[src/rtl/vram_pkg.sv]
// rtl/vram_pkg.sv - shared constants and types for the video RAM arbiter
//
// Default sizes (NREQ clients, AW address bits, DW data bits), the slot state
// encoding and the read-owner tag that follows a read through the RAM latency.
package vram_pkg;

    localparam int NREQ = 3;
    localparam int AW   = 17;
    localparam int DW   = 12;

    typedef enum logic [1:0] {
        S_IDLE,
        S_PIX,
        S_CLI
    } state_t;

    // Owner of the read currently inside the RAM: none, the pixel path, or a client index.
    typedef struct packed {
        logic       valid;
        logic       pix;
        logic [7:0] idx;
    } owner_t;

    localparam owner_t OWNER_NONE = '0;

endpackage

[src/rtl/vram_arbiter_rr.sv]
// rtl/vram_arbiter_rr.sv - round-robin picker with its rotating pointer
//
// Ports:
//   clk_100MHz, reset : clock, asynchronous active-high reset
//   eligible [N]      : requests that may be served this cycle
//   advance           : the selection is being consumed, move ptr past it
//   sel [N]           : one-hot selection, first eligible at or after ptr
//   sel_idx           : binary index of sel
//   any               : sel is non-zero
module rr_arbiter #(
    parameter int N  = 3,
    parameter int IW = (N > 1) ? $clog2(N) : 1
) (
    input  logic          clk_100MHz,
    input  logic          reset,
    input  logic [N-1:0]  eligible,
    input  logic          advance,
    output logic [N-1:0]  sel,
    output logic [IW-1:0] sel_idx,
    output logic          any
);

    logic [IW-1:0] ptr_q;
    int            cand;

    // Scan N candidates starting at ptr, wrapping; the first eligible one wins.
    always_comb begin
        sel     = '0;
        sel_idx = '0;
        any     = 1'b0;
        cand    = 0;
        for (int k = 0; k < N; k++) begin
            cand = (int'(ptr_q) + k) % N;
            if (!any && eligible[cand]) begin
                any       = 1'b1;
                sel[cand] = 1'b1;
                sel_idx   = IW'(cand);
            end
        end
    end

    always_ff @(posedge clk_100MHz or posedge reset) begin
        if (reset) begin
            ptr_q <= '0;
        end else if (advance && any) begin
            ptr_q <= (int'(sel_idx) == N - 1) ? '0 : sel_idx + 1'b1;
        end
    end

endmodule

[src/rtl/vram_arbiter.sv]
// rtl/vram_arbiter.sv - single-port video RAM arbiter: pixel fetch priority, clients round-robin
//
// Optional feature macro: VBLANK_WRITES_EN (client writes only eligible while video_on=0).
//
// Ports:
//   clk_100MHz, reset   : clock, asynchronous active-high reset
//   p_tick, video_on    : pixel tick and display-area flag from the timing generator
//   pix_addr            : pixel read address, used when p_tick && video_on
//   pix_data, pix_valid : fetched pixel and its one-cycle update strobe
//   req, we             : per-client request (held until gnt) and write enable
//   addr, wdata         : packed client address / write data, client i at [i*W +: W]
//   gnt                 : one-hot grant pulse, coincides with the client's RAM cycle
//   rdata, rvalid       : client read data and one-hot valid
//   ram_en, ram_we, ram_addr, ram_wdata, ram_rdata : RAM port (1-cycle read latency)
module vram_arbiter
    import vram_pkg::*;
#(
    parameter int NREQ = vram_pkg::NREQ,
    parameter int AW   = vram_pkg::AW,
    parameter int DW   = vram_pkg::DW
) (
    input  logic             clk_100MHz,
    input  logic             reset,
    input  logic             p_tick,
    input  logic             video_on,
    input  logic [AW-1:0]    pix_addr,
    output logic [DW-1:0]    pix_data,
    output logic             pix_valid,
    input  logic [NREQ-1:0]  req,
    input  logic [NREQ-1:0]  we,
    input  logic [NREQ*AW-1:0] addr,
    input  logic [NREQ*DW-1:0] wdata,
    output logic [NREQ-1:0]  gnt,
    output logic [DW-1:0]    rdata,
    output logic [NREQ-1:0]  rvalid,
    output logic             ram_en,
    output logic             ram_we,
    output logic [AW-1:0]    ram_addr,
    output logic [DW-1:0]    ram_wdata,
    input  logic [DW-1:0]    ram_rdata
);

    localparam int IW = (NREQ > 1) ? $clog2(NREQ) : 1;

    state_t          state_q, state_d;
    logic [NREQ-1:0] eligible;
    logic [NREQ-1:0] sel;
    logic [IW-1:0]   sel_idx;
    logic            any_sel;
    logic            advance;
    logic [IW-1:0]   cli_idx_q;
    owner_t          tag_q;

    // A client whose grant is on the bus this cycle still shows req (it drops
    // it on seeing gnt), so it is masked to avoid a duplicate access.
`ifdef VBLANK_WRITES_EN
    // Writes wait for blanking; a blocked writer is simply skipped so the
    // pointer keeps rotating for everyone else.
    assign eligible = req & ~gnt & ~(we & {NREQ{video_on}});
`else
    assign eligible = req & ~gnt;
`endif

    rr_arbiter #(
        .N  (NREQ),
        .IW (IW)
    ) u_rr (
        .clk_100MHz (clk_100MHz),
        .reset      (reset),
        .eligible   (eligible),
        .advance    (advance),
        .sel        (sel),
        .sel_idx    (sel_idx),
        .any        (any_sel)
    );

    // Next slot: pixel fetch first, then any eligible client, else idle.
    always_comb begin
        state_d = S_IDLE;
        advance = 1'b0;
        if (p_tick && video_on) begin
            state_d = S_PIX;
        end else if (any_sel) begin
            state_d = S_CLI;
            advance = 1'b1;
        end
    end

    always_ff @(posedge clk_100MHz or posedge reset) begin
        if (reset) begin
            state_q <= S_IDLE;
        end else begin
            state_q <= state_d;
        end
    end

    // RAM port and grant are registered alongside the state so they are
    // valid for exactly the slot cycle.
    always_ff @(posedge clk_100MHz or posedge reset) begin
        if (reset) begin
            gnt       <= '0;
            ram_en    <= 1'b0;
            ram_we    <= 1'b0;
            ram_addr  <= '0;
            ram_wdata <= '0;
            cli_idx_q <= '0;
        end else begin
            gnt    <= advance ? sel : '0;
            ram_en <= (state_d != S_IDLE);
            ram_we <= 1'b0;
            case (state_d)
                S_PIX: begin
                    ram_addr <= pix_addr;
                end
                S_CLI: begin
                    ram_we    <= we[sel_idx];
                    ram_addr  <= addr[int'(sel_idx)*AW +: AW];
                    ram_wdata <= wdata[int'(sel_idx)*DW +: DW];
                    cli_idx_q <= sel_idx;
                end
                default: ;
            endcase
        end
    end

    // The tag is loaded on the edge where the RAM samples the read; the data
    // is on ram_rdata for the following edge, where it is routed to its owner.
    always_ff @(posedge clk_100MHz or posedge reset) begin
        if (reset) begin
            tag_q     <= OWNER_NONE;
            pix_valid <= 1'b0;
            pix_data  <= '0;
            rvalid    <= '0;
            rdata     <= '0;
        end else begin
            pix_valid <= 1'b0;
            rvalid    <= '0;
            if (tag_q.valid) begin
                if (tag_q.pix) begin
                    pix_data  <= ram_rdata;
                    pix_valid <= 1'b1;
                end else begin
                    rdata  <= ram_rdata;
                    rvalid <= NREQ'(1) << tag_q.idx;
                end
            end

            tag_q <= OWNER_NONE;
            if (state_q == S_PIX) begin
                tag_q <= '{valid: 1'b1, pix: 1'b1, idx: 8'd0};
            end else if (state_q == S_CLI && !ram_we) begin
                tag_q <= '{valid: 1'b1, pix: 1'b0, idx: 8'(cli_idx_q)};
            end
        end
    end

endmodule

[config.mk]
export PLATFORM = sky130hd
export DESIGN_NAME = vram_arbiter
export DESIGN_NICKNAME = d
export VERILOG_FILES = /design/src/rtl/vram_pkg.sv /design/src/rtl/vram_arbiter_rr.sv /design/src/rtl/vram_arbiter.sv
export SDC_FILE = /design/constraint.sdc
export NUM_CORES = 1
export LEC_CHECK = 0
export ABC_AREA = 1
export CORE_MARGIN = 4
export CORE_UTILIZATION = 45
export DETAILED_ROUTE_END_ITERATION = 7
export GPL_TIMING_DRIVEN = 0
export PLACE_DENSITY_LB_ADDON = 0.3
export SYNTH_ARGS = -nofsm -noshare
export SYNTH_HDL_FRONTEND = slang
export SYNTH_SLANG_ARGS = --single-unit
[constraint.sdc]
create_clock -name clk_100MHz -period 4.1 [get_ports clk_100MHz]
set_input_delay 1.025 -clock clk_100MHz [delete_from_list [all_inputs] [get_ports clk_100MHz]]
set_output_delay 1.025 -clock clk_100MHz [all_outputs]
set_load 0.005 [all_outputs]
; Word-level counts from Yosys, hierarchy flattened
; Cells that the tools add are included.
; W data, S select, Z words.
[totals]
word_cells = 98
input_bits = 126
latchBits = 0
output_inout_bits = 62
regBits = 78
mem_count = 0
mem_bits_rw = 0
rom_bits = 0
[classes]
bitwise = 5
div = 3
n_eq_ne = 5
multipliers = 2
reduce_logical = 15
magnitude_cmp = 7
muxes = 40
shifts = 3
n_addsub = 3
[ops]
columns = operator, count
row1 = $ge A32 B1 Y1 const B, 3
row2 = $lt A32 B4 Y1 const B, 3
row3 = $mod A32 B3 Y32 const B, 2
row4 = $shiftx A51 B8 Y17, 1
row5 = $shiftx A36 B7 Y12, 1
row6 = $pmux W17 S2, 1
row7 = $mod A3 B3 Y32 const B, 1
row8 = $mux W10, 2
row9 = $mux W1, 18
row10 = $mux W3, 6
row11 = $mux W2, 6
row12 = $bmux W1 S2, 4
row13 = $logic_and A1 B1 Y1, 8
row14 = $shl A1 B8 Y3 const A, 1
row15 = $mul A2 B5 Y7 const B, 1
row16 = $demux W1 S2, 3
row17 = $eq A2 B2 Y1 const B, 3
row18 = $or A3 B3 Y3, 2
row19 = $eq A2 B1 Y1 const B, 2
row20 = $mul A2 B2 Y4 const B, 1
row21 = $reduce_and A2 Y1, 2
row22 = $reduce_bool A2 Y1, 2
row23 = $add A2 B1 Y3 const B, 1
row24 = $add A2 B2 Y3 const B, 1
row25 = other kinds (6), 8

; Depth between registers and ports, before layout
[depth]
word_depth = 16
mapped_depth = 16
ltp_nobuf = 15

; Cells and area by module
; Synthesis repeated with hierarchy kept, for this count alone.
[hier_totals]
cells_unflattened = 511
area_unflattened_um2 = 3801.1
[by_module_without_submodules]
columns = module, area_per_inst_um2, cells_each, seq_area_each_um2, n_inst
row1 = vram_arbiter, 3427.0, 444, 1751.7, 1
row2 = rr_arbiter, 374.1, 67, 50.0, 1

; Least setup slack after synthesis
; No wires, ideal clock.
[synth_path]
kind = input port to flip-flop
start = input req[2]
end = register ram_wdata[1]
n_path_buf = 1
stages = 11
setup_ps = 65
arrival_ps = 2262
required_time_ps = 4035
path_slack_ps = 1773
path_cell_list = nand2_1 -> o21ai_0 -> nand2_2 -> nand3_2 -> nand2_4 -> inv_2 -> nand3_2 -> buf_2 -> nor2_1 -> o21ai_0 -> nand2_1
[synth_between]
elab_chain_cells = 14
elab_cells_between_ends = 25
cone_classes = mul: 1 / eq/ne: 1 / shift: 1 / mux: 17 / bitwise: 1 / reduce/logical: 4
[synth_lines]
columns = element, line
row1 = start: declaration, vram_arbiter.sv:29  ; input logic [NREQ-1:0] req,
row2 = $and A3 B3 Y3 *, vram_arbiter.sv:61  ; assign eligible = req & ~gnt;
row3 = branches (longest 13 deep; another with $mul A2 B2 Y4), n/a
row4 = end signal: assignment, vram_arbiter.sv:118  ; ram_wdata <= wdata[int'(sel_idx)*DW +: DW];
row5 = end: declaration, vram_arbiter.sv:39  ; output logic [DW-1:0] ram_wdata,
; Every way passes the cells marked *. The select of a mux whose other input is x is not followed.
; A chain may end at the register's enable or synchronous reset.

; Worst setup path in the final report
[layout_path]
start = input req[2]
end = register ram_addr[1]
[layout_between]
elab_chain_cells = 15
elab_cells_between_ends = 28
cone_classes = mul: 1 / eq/ne: 2 / shift: 1 / mux: 18 / bitwise: 1 / reduce/logical: 5
[layout_lines]
columns = element, line
row1 = $and A3 B3 Y3 *, vram_arbiter.sv:61
row2 = branches (longest 14 deep; another with $mul A2 B5 Y7), n/a
row3 = end signal: assignment, vram_arbiter.sv:113  ; ram_addr <= pix_addr;
row4 = end signal: assignment, vram_arbiter.sv:117  ; ram_addr <= addr[int'(sel_idx)*AW +: AW];
row5 = end: declaration, vram_arbiter.sv:38  ; output logic [AW-1:0] ram_addr,
; Marked as above.

==> impl_results.md <==
- Status: finished clean
- Detailed-route via count: 4347
- Leak Pwr: ~3.0 nW
- Setup total negative slack: 0 ns
- CP required: ~4.3 ns
- IO buf count: about 190
- First-pass GRT wire length: slightly below 20 mm
- Critical path type: in2reg
- Die Wd: 102 um
- Drt drc: 0
- Vias in the first global route: 4280
- DP HPWL: between 10 and 15 mm
- Clk root buf: clkbuf_8
- RSZ-0062 raised after global routing: false
- Initial core utilization: 47.0%
- Pin count of the biggest net entering global routing: 73
- Drt pass-1 iters: 5
- CP arrival: 3.00 ns
- EDFF count, synth: 0
- Rows: 33
- Die ar.: 10300 um^2
- Routed WL: between 10 and 15 mm
- FF-to-FF Start: u_rr.ptr_q[0]$_DFFE_PP0P_
- Synth Register Bits: 72
- Final #Nets: 862
- Worst hold-check path type: reg2reg
- H-tree levels: 3
- Worst Reg2Reg Path Length in Cells: 12
- Hold buffers post-CTS: 0
- Worst slack, placed: 0.995 ns
- Worst setup margin: approximately 1.3 ns
- Final period utilization: 67.6%
- Clock Pin Slew Worst Setup and Hold Paths: approximately 0.070 ns
- Post-CTS Setup Inserts: 0
- RePlAce Congestion: about 0.99
- Setup-failing EPs final: 0
- Post-CTS resize count: 0
- Sequential area share after synthesis: between 40% and 50%
- Layout cell share with drive strength beyond 1: approximately 6.6%
- Worst setup EP type: register
- Layout Skew: 0.00908 ns
- Initial antenna violation count: 0
- Hold Startpoint: tag_q[1]$_DFF_PP0_
- Number of top-level pins: 188
- Final Hold Viols: 0
- Worst ir drop on vdd: between 0.4 and 0.5 mV
- Reg2reg setup slack: approximately 1.6 ns
- DRT iter0 DRCs: 244
- Top_reg_cell synth: dfrtp_1
- Gr ovfl total: 0
- Cell count after synthesis: 534
- Yosys warning count: 0
- Max Fclk: between 300 and 400 MHz
- TritonCTS clock tree: built
- Hold path depth: 1
- Worst-Skew Late Latency: about 0.35 ns
- CP Launch Type: input pin
- Area growth, synth to finish: 55.9%
- DR WL/cell: between 15 and 20 um
- Ant. Diodes: 0
- Slew margin rel.: 42.0%
- Post-Syn Nets: roughly 660
- Die Height: 102 um
- R2r endpoint: ram_addr[7]$_DFFE_PP0P_
- Tmin final: 2.77 ns
- Commonest non-fill, non-tap cell in the layout: clkdlybuf4s50_1
- Max_cap viols: 0
- Via/cell ratio: slightly above 5
- Syn_area_per_cell: 7.38 um^2
- Antenna viol nets, final: 0
- Core Area: roughly 8400 um^2
- Crit path max fanout: 10
- Pwr/cell area: between 800 and 900 nW/um^2
- Commonest non-fill, non-tap cells in the layout: clkdlybuf4s50_1, nand2_1, inv_1
- Pin slew with the least headroom to its limit: around 0.87 ns
- Slew Limit Fails: 0
- CTS Buffer Depth: 2
- Worst Hold End: rvalid[0]$_DFF_PP0_
- Clock Sinks: 72
- Post-Synthesis Cell Area: 3940 um^2
- Overall routing resource usage: about 25%
- CTS buffer count: 9
- Async SR Flop Fraction: 100%
- Post-synth cell types: 31
==> cell type report <==
type / count / area, um^2
fill: 646 / 2240
tap: 105 / 131
multi-input combinational: 352 / 1660
inverter: 85 / 322
buffer: 25 / 158
timing repair buffer: 187 / 1870
clock inverter: 5 / 56.3
clock buffer: 11 / 141
sequential: 72 / 1800
==> report_power, final <==
group,switching [mW],internal [mW]
clock,0.265,0.297
combinational,1.88,1.46
sequential,0.184,1.07
==> routing by layer <==
layer	vias to the layer above	global-route usage (%)	wire length (um)	share of wire [%]
met5	-	0	0	0
met4	0	10.1	293	2.3
met3	29	7.02	1360	11
met2	233	42.0	6280	49
met1	1998	29.4	4900	38
li1	2087	-	-	-
==> cell families (layout without fill, tap and decap cells) <==
| group | count (synthesis) | count (layout) | synth area share (%) |
|---|---|---|---|
| adders and majority gates | 4 | 4 | 1.27 |
| DFF | 72 | 72 | 45.7 |
| buffers and inverters | 110 | 313 | 12.1 |
| AOI/OAI and AO/OA | 95 | 95 | 12.4 |
| and+or+nand+nor | 253 | 253 | 28.5 |
==> worst max-delay path, stage by stage <==
cell and delay [ns]:
clkdlybuf4s50_1 0.46, nand2_1 0.11, o21ai_0 0.28, nand2_2 0.17, nand4_4 0.19, buf_1 0.43, nand3_1 0.13, nand3_1 0.13
a21oi_1 0.08
==> how the worst max path moves through the flow <==
stage / from / endpoint / slack (ns) / depth (start not counted)
floorplan: reset / cli_idx_q[0]$_DFFE_PP0N_ / 1.25 / 1
global placement: reset / ram_wdata[7]$_DFFE_PP0N_ / 0.12 / 2
detailed placement: req[2] / ram_addr[7]$_DFFE_PP0P_ / 1.0 / 9
CTS: req[0] / ram_wdata[7]$_DFFE_PP0N_ / 1.36 / 11
global route: req[2] / ram_wdata[7]$_DFFE_PP0N_ / 1.16 / 12
finish: req[2] / ram_addr[1]$_DFFE_PP0P_ / 1.33 / 9
==> per-stage QoR <==
stage	hold slack [ns]	cell area, um^2	power (mW)	cells	utilization [%]
2_1_floorplan	0.412	3940	3.27	534	-
3_3_place_gp	0.421	5940	4.47	826	70.9
3_5_place_dp	0.441	5950	4.60	826	70.9
4_1_cts	0.451	6140	5.17	842	73.3
5_1_grt	0.485	6140	5.61	842	73.3
6_report	0.445	6140	5.16	842	73.3
==> registers in the layout, summed over array words and instances (netlist names) <==
| register | count |
|---|---|
| tag_q | 4 |
| ram_we | 1 |
| ram_wdata | 12 |
| ram_addr | 17 |
| u_rr.ptr_q | 2 |
| state_q | 2 |
| cli_idx_q | 2 |
| gnt | 3 |
| rvalid | 3 |
| ram_en | 1 |
| pix_data | 12 |
| rdata | 12 |
| pix_valid | 1 |
==> Yosys cell counts (2+ instances only) <==
library cell / count / area (um^2)
a31oi_1: 3 / 18.8
buf_4: 5 / 37.5
inv_2: 4 / 15.0
o21ai_1: 5 / 25.0
buf_1: 2 / 7.51
nand3_1: 71 / 355
o21ai_0: 51 / 255
nand3_2: 3 / 30.0
clkbuf_2: 2 / 10.0
nor3_1: 3 / 15.0
nor2_1: 55 / 206
nand2_1: 112 / 420
clkbuf_1: 5 / 18.8
buf_2: 7 / 35.0
o22ai_1: 2 / 12.5
dfrtp_1: 72 / 1800
ha_1: 4 / 50.1
nand2_2: 3 / 18.8
buf_6: 3 / 33.8
a21oi_1: 32 / 160
inv_1: 80 / 300
(Power assumes the default switching activity.)
